File: src/rtl/snake_pkg.sv
// Shared encodings for the snake head controller: key codes, heading, FSM states.
package snake_pkg;

  localparam logic [2:0] DIR_RIGHT = 3'b000;
  localparam logic [2:0] DIR_DOWN  = 3'b001;
  localparam logic [2:0] DIR_LEFT  = 3'b010;
  localparam logic [2:0] DIR_UP    = 3'b011;
  localparam logic [2:0] DIR_PAUSE = 3'b100;

  typedef enum logic [1:0] {
    HEAD_RIGHT = 2'b00,
    HEAD_DOWN  = 2'b01,
    HEAD_LEFT  = 2'b10,
    HEAD_UP    = 2'b11
  } heading_t;

  typedef enum logic [1:0] {
    ST_IDLE   = 2'b00,
    ST_RUN    = 2'b01,
    ST_PAUSED = 2'b10
  } state_t;

  // Opposite headings differ only in bit 1 (right/left, down/up).
  function automatic logic is_reverse(input heading_t a, input heading_t b);
    return (a ^ b) == 2'b10;
  endfunction

  function automatic logic is_legal(input logic [2:0] code);
    return code <= DIR_PAUSE;
  endfunction

endpackage

File: src/rtl/ps2_dir_sync.sv
// Brings the keyboard direction code into the clk domain, filters it for
// stability and legality, and flags each change of the filtered code.
module ps2_dir_sync
  import snake_pkg::*;
(
  input  logic       clk,
  input  logic       rst,
  input  logic [2:0] direction,
  output logic [2:0] dir_stable,
  output logic       dir_event
);

  logic [2:0] s1;
  logic [2:0] s2;
  logic [2:0] s3;
  logic [2:0] stable_q;
  logic       vld_p1;
  logic       vld_p2;
  logic       vld_p3;
  logic       seen;
  logic       load;

  // vld_pN keeps the reset contents of s1..s3 from being taken as a real key code.
  assign load       = vld_p3 && (s2 == s3) && is_legal(s2);
  assign dir_stable = load ? s2 : stable_q;
  assign dir_event  = seen && (dir_stable != stable_q);

  always_ff @(posedge clk or negedge rst) begin
    if (!rst) begin
      s1       <= '0;
      s2       <= '0;
      s3       <= '0;
      vld_p1   <= 1'b0;
      vld_p2   <= 1'b0;
      vld_p3   <= 1'b0;
      stable_q <= '0;
      seen     <= 1'b0;
    end else begin
      s1     <= direction;
      s2     <= s1;
      s3     <= s2;
      vld_p1 <= 1'b1;
      vld_p2 <= vld_p1;
      vld_p3 <= vld_p2;
      if (load) begin
        stable_q <= s2;
        seen     <= 1'b1;
      end
    end
  end

endmodule

File: src/rtl/snake_head_ctrl.sv
// Snake head controller: run/pause FSM, step timer and wrapping head position,
// driven by filtered keyboard direction events.
module snake_head_ctrl
  import snake_pkg::*;
#(
  parameter int GRID_W   = 32,
  parameter int GRID_H   = 24,
  parameter int STEP_DIV = 5000000,
  parameter int START_X  = 16,
  parameter int START_Y  = 12
) (
  input  logic                      clk,
  input  logic                      rst,
  input  logic [2:0]                direction,
  output logic [$clog2(GRID_W)-1:0] head_x,
  output logic [$clog2(GRID_H)-1:0] head_y,
  output logic [1:0]                heading,
  output logic                      step_pulse,
  output logic                      running
);

  localparam int X_W   = $clog2(GRID_W);
  localparam int Y_W   = $clog2(GRID_H);
  localparam int CNT_W = $clog2(STEP_DIV);
  localparam logic [X_W-1:0]   X_MAX    = X_W'(GRID_W - 1);
  localparam logic [Y_W-1:0]   Y_MAX    = Y_W'(GRID_H - 1);
  localparam logic [CNT_W-1:0] CNT_LAST = CNT_W'(STEP_DIV - 1);

  state_t           state;
  state_t           state_nxt;
  heading_t         pending;
  heading_t         heading_q;
  heading_t         code_head;
  logic [CNT_W-1:0] count;
  logic [2:0]       dir_stable;
  logic             dir_event;
  logic             move_evt;
  logic             pause_evt;
  logic             accept;
  logic             step;

  function automatic logic [X_W-1:0] next_x(input logic [X_W-1:0] x, input heading_t h);
    next_x = x;
    if (h == HEAD_RIGHT)     next_x = (x == X_MAX) ? '0 : x + X_W'(1);
    else if (h == HEAD_LEFT) next_x = (x == '0) ? X_MAX : x - X_W'(1);
  endfunction

  function automatic logic [Y_W-1:0] next_y(input logic [Y_W-1:0] y, input heading_t h);
    next_y = y;
    if (h == HEAD_DOWN)    next_y = (y == Y_MAX) ? '0 : y + Y_W'(1);
    else if (h == HEAD_UP) next_y = (y == '0) ? Y_MAX : y - Y_W'(1);
  endfunction

  ps2_dir_sync u_sync (
    .clk        (clk),
    .rst        (rst),
    .direction  (direction),
    .dir_stable (dir_stable),
    .dir_event  (dir_event)
  );

  assign code_head = heading_t'(dir_stable[1:0]);
  assign pause_evt = dir_event && (dir_stable == DIR_PAUSE);
  assign move_evt  = dir_event && (dir_stable != DIR_PAUSE);
  // Reverse check is against the heading committed before any step this cycle.
  assign accept    = move_evt && !is_reverse(heading_q, code_head);
  assign running   = (state == ST_RUN);
  // A pause arriving on the step cycle suppresses the step entirely.
  assign step      = running && (count == CNT_LAST) && !pause_evt;
  assign heading   = heading_q;

  always_ff @(posedge clk or negedge rst) begin
    if (!rst) state <= ST_IDLE;
    else      state <= state_nxt;
  end

  always_comb begin
    state_nxt = state;
    case (state)
      ST_IDLE:   if (move_evt)  state_nxt = ST_RUN;
      ST_RUN:    if (pause_evt) state_nxt = ST_PAUSED;
      ST_PAUSED: if (move_evt)  state_nxt = ST_RUN;
      default:                  state_nxt = ST_IDLE;
    endcase
  end

  // Step timer and position update; the step consumes the pending heading
  // as it stood before any event landing in the same cycle.
  always_ff @(posedge clk or negedge rst) begin
    if (!rst) begin
      count      <= '0;
      pending    <= HEAD_RIGHT;
      heading_q  <= HEAD_RIGHT;
      head_x     <= X_W'(START_X);
      head_y     <= Y_W'(START_Y);
      step_pulse <= 1'b0;
    end else begin
      step_pulse <= step;
      if (running && !pause_evt) count <= step ? '0 : count + CNT_W'(1);
      else                       count <= '0;
      if (accept) pending <= code_head;
      if (step) begin
        heading_q <= pending;
        head_x    <= next_x(head_x, pending);
        head_y    <= next_y(head_y, pending);
      end
    end
  end

endmodule

File: config.mk
export PLATFORM = sky130hd
export DESIGN_NAME = snake_head_ctrl
export DESIGN_NICKNAME = d
export VERILOG_FILES = /design/src/rtl/snake_pkg.sv /design/src/rtl/ps2_dir_sync.sv /design/src/rtl/snake_head_ctrl.sv
export SDC_FILE = /design/constraint.sdc
export NUM_CORES = 1
export LEC_CHECK = 0
export BUFFER_PORTS_ARGS = -buffer_cell sky130_fd_sc_hd__buf_2
export CORE_UTILIZATION = 45
export CTS_CLUSTER_DIAMETER = 30
export DETAILED_ROUTE_END_ITERATION = 12
export SLEW_MARGIN = 20
export SYNTH_ARGS = -nofsm -noshare
export SYNTH_HDL_FRONTEND = slang
export SYNTH_SLANG_ARGS = --single-unit
export TNS_END_PERCENT = 20
File: constraint.sdc
create_clock -name clk -period 5.9 [get_ports clk]
set_clock_uncertainty 0.1 [all_clocks]
set_input_delay 0.295 -clock clk [delete_from_list [all_inputs] [get_ports clk]]
set_output_delay 0.295 -clock clk [all_outputs]
set_load 0.1 [all_outputs]
**Word level (Yosys, flattened, before mapping)**

Index checks and enable logic that the tools add are counted.

- Add/subtract/negate cells: 5
- Reduce and logical (&&, ||, !) cells: 21
- Muxes and demuxes: 14
- Bitwise gates (word level): 1
- $lt $le $gt $ge: 1
- Equality and inequality tests: 15

Operators by type and width:

| cell | count |
|---|---|
| $mux 23 | 2 |
| $mux 5 | 8 |
| $add 23x1->23 const B | 1 |
| $eq 23x23->1 const B | 1 |
| $add 5x1->5 const B | 2 |
| $eq 5x5->1 const B | 2 |
| $logic_not 5->1 | 2 |
| $sub 5x1->5 const B | 2 |
| $logic_and 1x1->1 | 9 |
| $eq 2x2->1 const B | 4 |
| $reduce_and 2->1 | 3 |
| $eq 2x1->1 const B | 2 |
| $logic_not 2->1 | 2 |
| $mux 2 | 2 |
| $ne 2x1->1 const B | 2 |
| $pmux 2 s2 | 1 |
| $reduce_bool 2->1 | 2 |
| $eq 3x3->1 | 1 |
| $eq 3x3->1 const B | 1 |
| $le 3x3->1 const B | 1 |
| $mux 3 | 1 |
| $ne 3x3->1 | 1 |
| $ne 3x3->1 const B | 1 |
| $logic_not 1->1 | 2 |
| other kinds (2) | 2 |

- Logic and storage cells: 72
- Register bits: 56

**Logic depth before layout (Yosys ltp)**

- Depth after elaboration: 11
- Mapped depth: 8
- Gate-level depth less buffers: 8

**Modules after synthesis**

From an unflattened synthesis, not the netlist that was laid out.

- Cells, all modules: 296
- Area, all modules: 3022.9 µm²

By module, submodules not included:

| module | cells an instance | area each (µm²) | times used |
|---|---|---|---|
| snake_head_ctrl | 250 | 2386.0 | 1 |
| ps2_dir_sync | 46 | 636.9 | 1 |

**Least setup slack after synthesis**

OpenSTA, ideal clock, no wires.

- Kind: reg-to-reg
- Start point: reg head_x[0]
- End point: reg head_x[3]
- Library setup time: 0.064 ns
- Data required time: 5.736 ns
- Period minus slack after synthesis: 2.468 ns
- Path slack: 3.432 ns
- Cell stages (with the launch flop): 7
- Buffers on the path: 0
- Arrival time: 2.304 ns
- Cells stage by stage: dfrtp_1 -> ha_1 -> and3_1 -> ha_1 -> or4_1 -> o22ai_1 -> a21o_1

- Word-level cells in the longest chain between the ends: 4
- Elaborated cells on any way between the ends: 8
- Those cells by class: add/sub: 2; eq/ne: 1; mux: 4; reduce/logical: 1

RTL lines:

| element | RTL line | text |
|---|---|---|
| start: declaration | snake_head_ctrl.sv:15 | `output logic [$clog2(GRID_W)-1:0] head_x,` |
| start signal: assignment | snake_head_ctrl.sv:94 | `head_x <= X_W'(START_X);` |
| start signal: assignment | snake_head_ctrl.sv:104 | `head_x <= next_x(head_x, pending);` |
| $sub 5x1->5 / $logic_not 5->1 (equally long branches) | snake_head_ctrl.sv:45 | `else if (h == HEAD_LEFT) next_x = (x == '0) ? X_MAX : x - X_W'(1);` |
| $mux 5 (2 in series) | snake_head_ctrl.sv:45 |  |
| $mux 5 * | snake_head_ctrl.sv:44 | `if (h == HEAD_RIGHT) next_x = (x == X_MAX) ? '0 : x + X_W'(1);` |

Every way passes the cells marked *; elsewhere a longest branch is shown, timed or not. The select of a mux whose other input is x is not followed.
A chain may end at the register's enable or synchronous reset.

**Worst setup path after layout**

- Start point: reg count[0]
- End point: reg count[15]

- Word-level cells in the longest chain between the ends: 5
- Elaborated cells on any way between the ends: 6
- Those cells by class: add/sub: 1; eq/ne: 1; mux: 2; reduce/logical: 2

RTL lines:

| element | RTL line | text |
|---|---|---|
| start: declaration | snake_head_ctrl.sv:34 | `logic [CNT_W-1:0] count;` |
| start signal: assignment | snake_head_ctrl.sv:99 | `if (running && !pause_evt) count <= step ? '0 : count + CNT_W'(1);` |
| parallel branches: the longest is 3 deep, another holds $add 23x1->23 | n/a |  |
| $mux 23 * (2 in series) | snake_head_ctrl.sv:99 |  |

Mark *: on every way between the ends.

==> reports/results.md <==
* finished, final reports clean — outcome
* 2.27 ns — arrival time reported for the critical path endpoint
* 0 — post-cts gate resize count
* 3.71 ns — smallest setup slack after layout
* 0.10 ns — clock-pin slew on the worst setup and hold paths
* 6100 sq um — core area
* 0.31 ns — clock insertion delay at the later pin of the skew report
* 56 — count of clock tree sinks
* 0 — Bufs and invs on worst path
* 11.3% — compound-gate portion of the synthesized area
* no — unrepaired setup endpoints after global routing
* 0 ns — Setup TNS Final
* count[0] — Crit. Startpoint
* 0 — total count of hold-check failures in the final report
* 13.8% — share of post-route cells with drive strength above 1
* flip-flop to flip-flop — category of the critical setup timing path
* 289 — synthesized netlist cell count
* 0.56 ns — Crit path largest cell delay
* 0.789 — GP Congestion
* dfrtp_1 — Synth Flop Type
* 1911 — vias in the first global route
* 456 MHz — f_max
* 2 — deepest level of the CTS H-tree
* 50.1% — headroom to the max-slew limit
* ha_1 -> nand3_4 -> nor4_4 -> nor2_1 -> nand2_1 -> nor2_1 — Critical Path, Cell by Cell
* 8940 microns — wire length of the first global-routing pass
* 0.000702 ns — final worst hold slack
* 82.5 microns — Die Span Y
* 5.97 ns — WP data required
* 0 — post-CTS setup buffers
* 2 — maximum clock path buffer count
* 3 — CTS hold repair buffers
* nor2_1 — most used cell along the critical path
* 550 — Layout fillers
* 13.8 microns — drt wl/cell
* 0 — max-cap viol count
* 18 — number of buffer cells added on primary ports
* flip-flop — endpoint class of the critical path
* 23 — largest fanout on the critical path
* simple AND/OR/NAND/NOR gates — gate family responsible for the most delay along the worst path
* 6 — stages on the worst setup path
* 37.2% — share of the cycle needed by the critical path after routing
* 10.1 sq um — mean area per synthesized cell
* 100% — asr flop ratio synth
* 28 — standard-cell row count
* 82.5 microns — chip width
* 0.747 ns — transition time of the tightest slew-check pin
* 8.42% — post-synthesis share of cell area spent on xor and xnor gates
* 263 nW/um^2 — P per Cell Area
* count[15] — Setup crit end
* 5.35 — average via count per standard cell
* 0 — final setup violating endpoints
* 0 — final antenna diode count
* 3210 sq um — area of all placed cells without fillers
* 3.71 ns — reg-to-reg setup timing slack
* 3.64 ns — Place WS
* simple AND/OR/NAND/NOR gates — dominant combinational cell family by area after synthesis
* dfrtp_1 — most frequent standard cell in the layout excluding fill and tap cells
* 2.19 ns — Final min period
* 53 x dfrtp_1, 38 x nor2_1, 20 x nand2_1, 18 x buf_2, 16 x xnor2_1 — commonest non-fill, non-tap cells in the layout
* 300 — total nets after synthesis
* 0 — Yosys Warn Count
* 0 — number of DRC violations after detailed routing
* 24.2% — area share of and/or/nand/nor cells after synthesis
* 47 — DRC violation total after the first TritonRoute iteration
* 1.41 nW — static leakage power
* 47.8% — starting density of the core
* 0 — overall overflow remaining after global route
* count[0] — beginning of the worst register-to-register path
* 5 — number of buffers inserted during clock tree synthesis
* flip-flop — type of element launching the critical path
* 6 — number of cells on the worst reg-to-reg path
* nand2_1 — cell with the biggest individual delay on the critical path
* 10.2% — area overhead of the layout relative to synthesis
* 321 — number of nets in the layout
* 2.58% — adder and majority cell fraction of the synthesized area
* 0 — antenna violations before repair
* 3690 microns — final HPWL from detailed placement
* 0 — number of enable-type register cells in the synthesized netlist
* 0 — number of slew-limit violations in the final report
* 0 — number of nets with antenna violations after detailed routing
* input pin to async pin — class of the most critical hold timing path
* 5340 microns — sum of routed wire length over all layers
* 57 — largest net degree at the start of global routing
* 48.2% — part of the Yosys area used for sequential elements
* 6800 sq um — die area
* built — TritonCTS clock tree
* count[15] — critical register-to-register path endpoint
* clkbuf_8 — CTS Root Buffer Type
* 0.162 mV — highest ir drop seen on vdd
* 4 — Detailed Routing Iterations Pass 1
* 2.19% — post-synthesis mux area share
* 19 — number of placed I/O pins
* 2065 — via count
* 2910 sq um — total standard cell area after synthesis
* 17.4% — overall track demand over capacity in global routing
* 56 — register bit count reported by yosys
* 63 — Synth cell types
* 3060 sq um — cell area after placement
==> state kept, by name (all words and copies together), names as in the netlist <==
name,cells
u_sync.vld_p2,1
u_sync.s1,3
u_sync.s3,3
heading,2
head_y,5
u_sync.seen,1
count,23
u_sync.vld_p3,1
head_x,5
state,2
step_pulse,1
u_sync.vld_p1,1
u_sync.s2,3
pending,2
u_sync.stable_q,3
==> per-stage QoR <==
stage          power (mW)  utilization (%)  cells
2_1_floorplan       0.554                -    289
3_3_place_gp        0.587             50.2    375
3_5_place_dp        0.588             50.2    375
4_1_cts             0.857             52.7    386
5_1_grt             0.892             52.7    386
6_report            0.843             52.7    386
==> how the worst min path moves through the flow <==
stage	depth (start not counted)	endpoint	from
finish	2	head_x[0]	rst
global route	2	u_sync.stable_q[0]	rst
CTS	2	u_sync.s3[2]	rst
detailed placement	0	u_sync.s2[1]	u_sync.s1[1]
global placement	0	u_sync.vld_p2	u_sync.vld_p1
floorplan	0	count[0]	rst
==> synth_stat cells (5+ instances only) <==
| master | n | share of area [%] |
|---|---|---|
| xnor2_1 | 16 | 4.8 |
| nand2b_1 | 7 | 1.5 |
| dfrtp_1 | 53 | 46 |
| a21oi_1 | 10 | 1.7 |
| o21ai_0 | 7 | 1.2 |
| xor2_1 | 12 | 3.6 |
| nand4_1 | 5 | 1.1 |
| inv_1 | 12 | 1.5 |
| and2_1 | 6 | 1.3 |
| nand3_1 | 12 | 2.1 |
| nor3_1 | 6 | 1.0 |
| nand2_1 | 20 | 2.6 |
| nor2_1 | 38 | 4.9 |
| ha_1 | 6 | 2.6 |
==> layer usage <==
metal | vias up | part of all wire (%) | track usage [%]
met5 | - | 0 | 0
met4 | 0 | 1.2 | 4.74
met3 | 7 | 2.4 | 3.63
met2 | 22 | 45 | 27.9
met1 | 987 | 51 | 23.9
li1 | 1049 | - | -
==> kinds of logic (layout without fill, tap and decap cells) <==
group           after synthesis  after routing
compound gates               48             48
xor+xnor                     28             28
fa+ha+maj                     6              6
buf+inv                      20             42
flops                        56             56
mux                           6              6
other cells                   1              1
simple gates                124            124
==> cell type report <==
cell class | count | area, sq um | area share [%]
multi-input combinational | 213 | 1420 | 44.2
sequential | 56 | 1410 | 43.8
timing repair buffer | 22 | 128 | 3.98
tap | 75 | 93.8 | 2.92
clock buffer | 5 | 68.8 | 2.14
clock inverter | 3 | 50.0 | 1.56
inverter | 12 | 45.0 | 1.40
==> report_power, final <==
group / internal (mW) / switching [mW]
registers: 0.407 / 0.0249
logic: 0.0442 / 0.103
clock network: 0.131 / 0.132
Power figures use the tool's default switching activity.
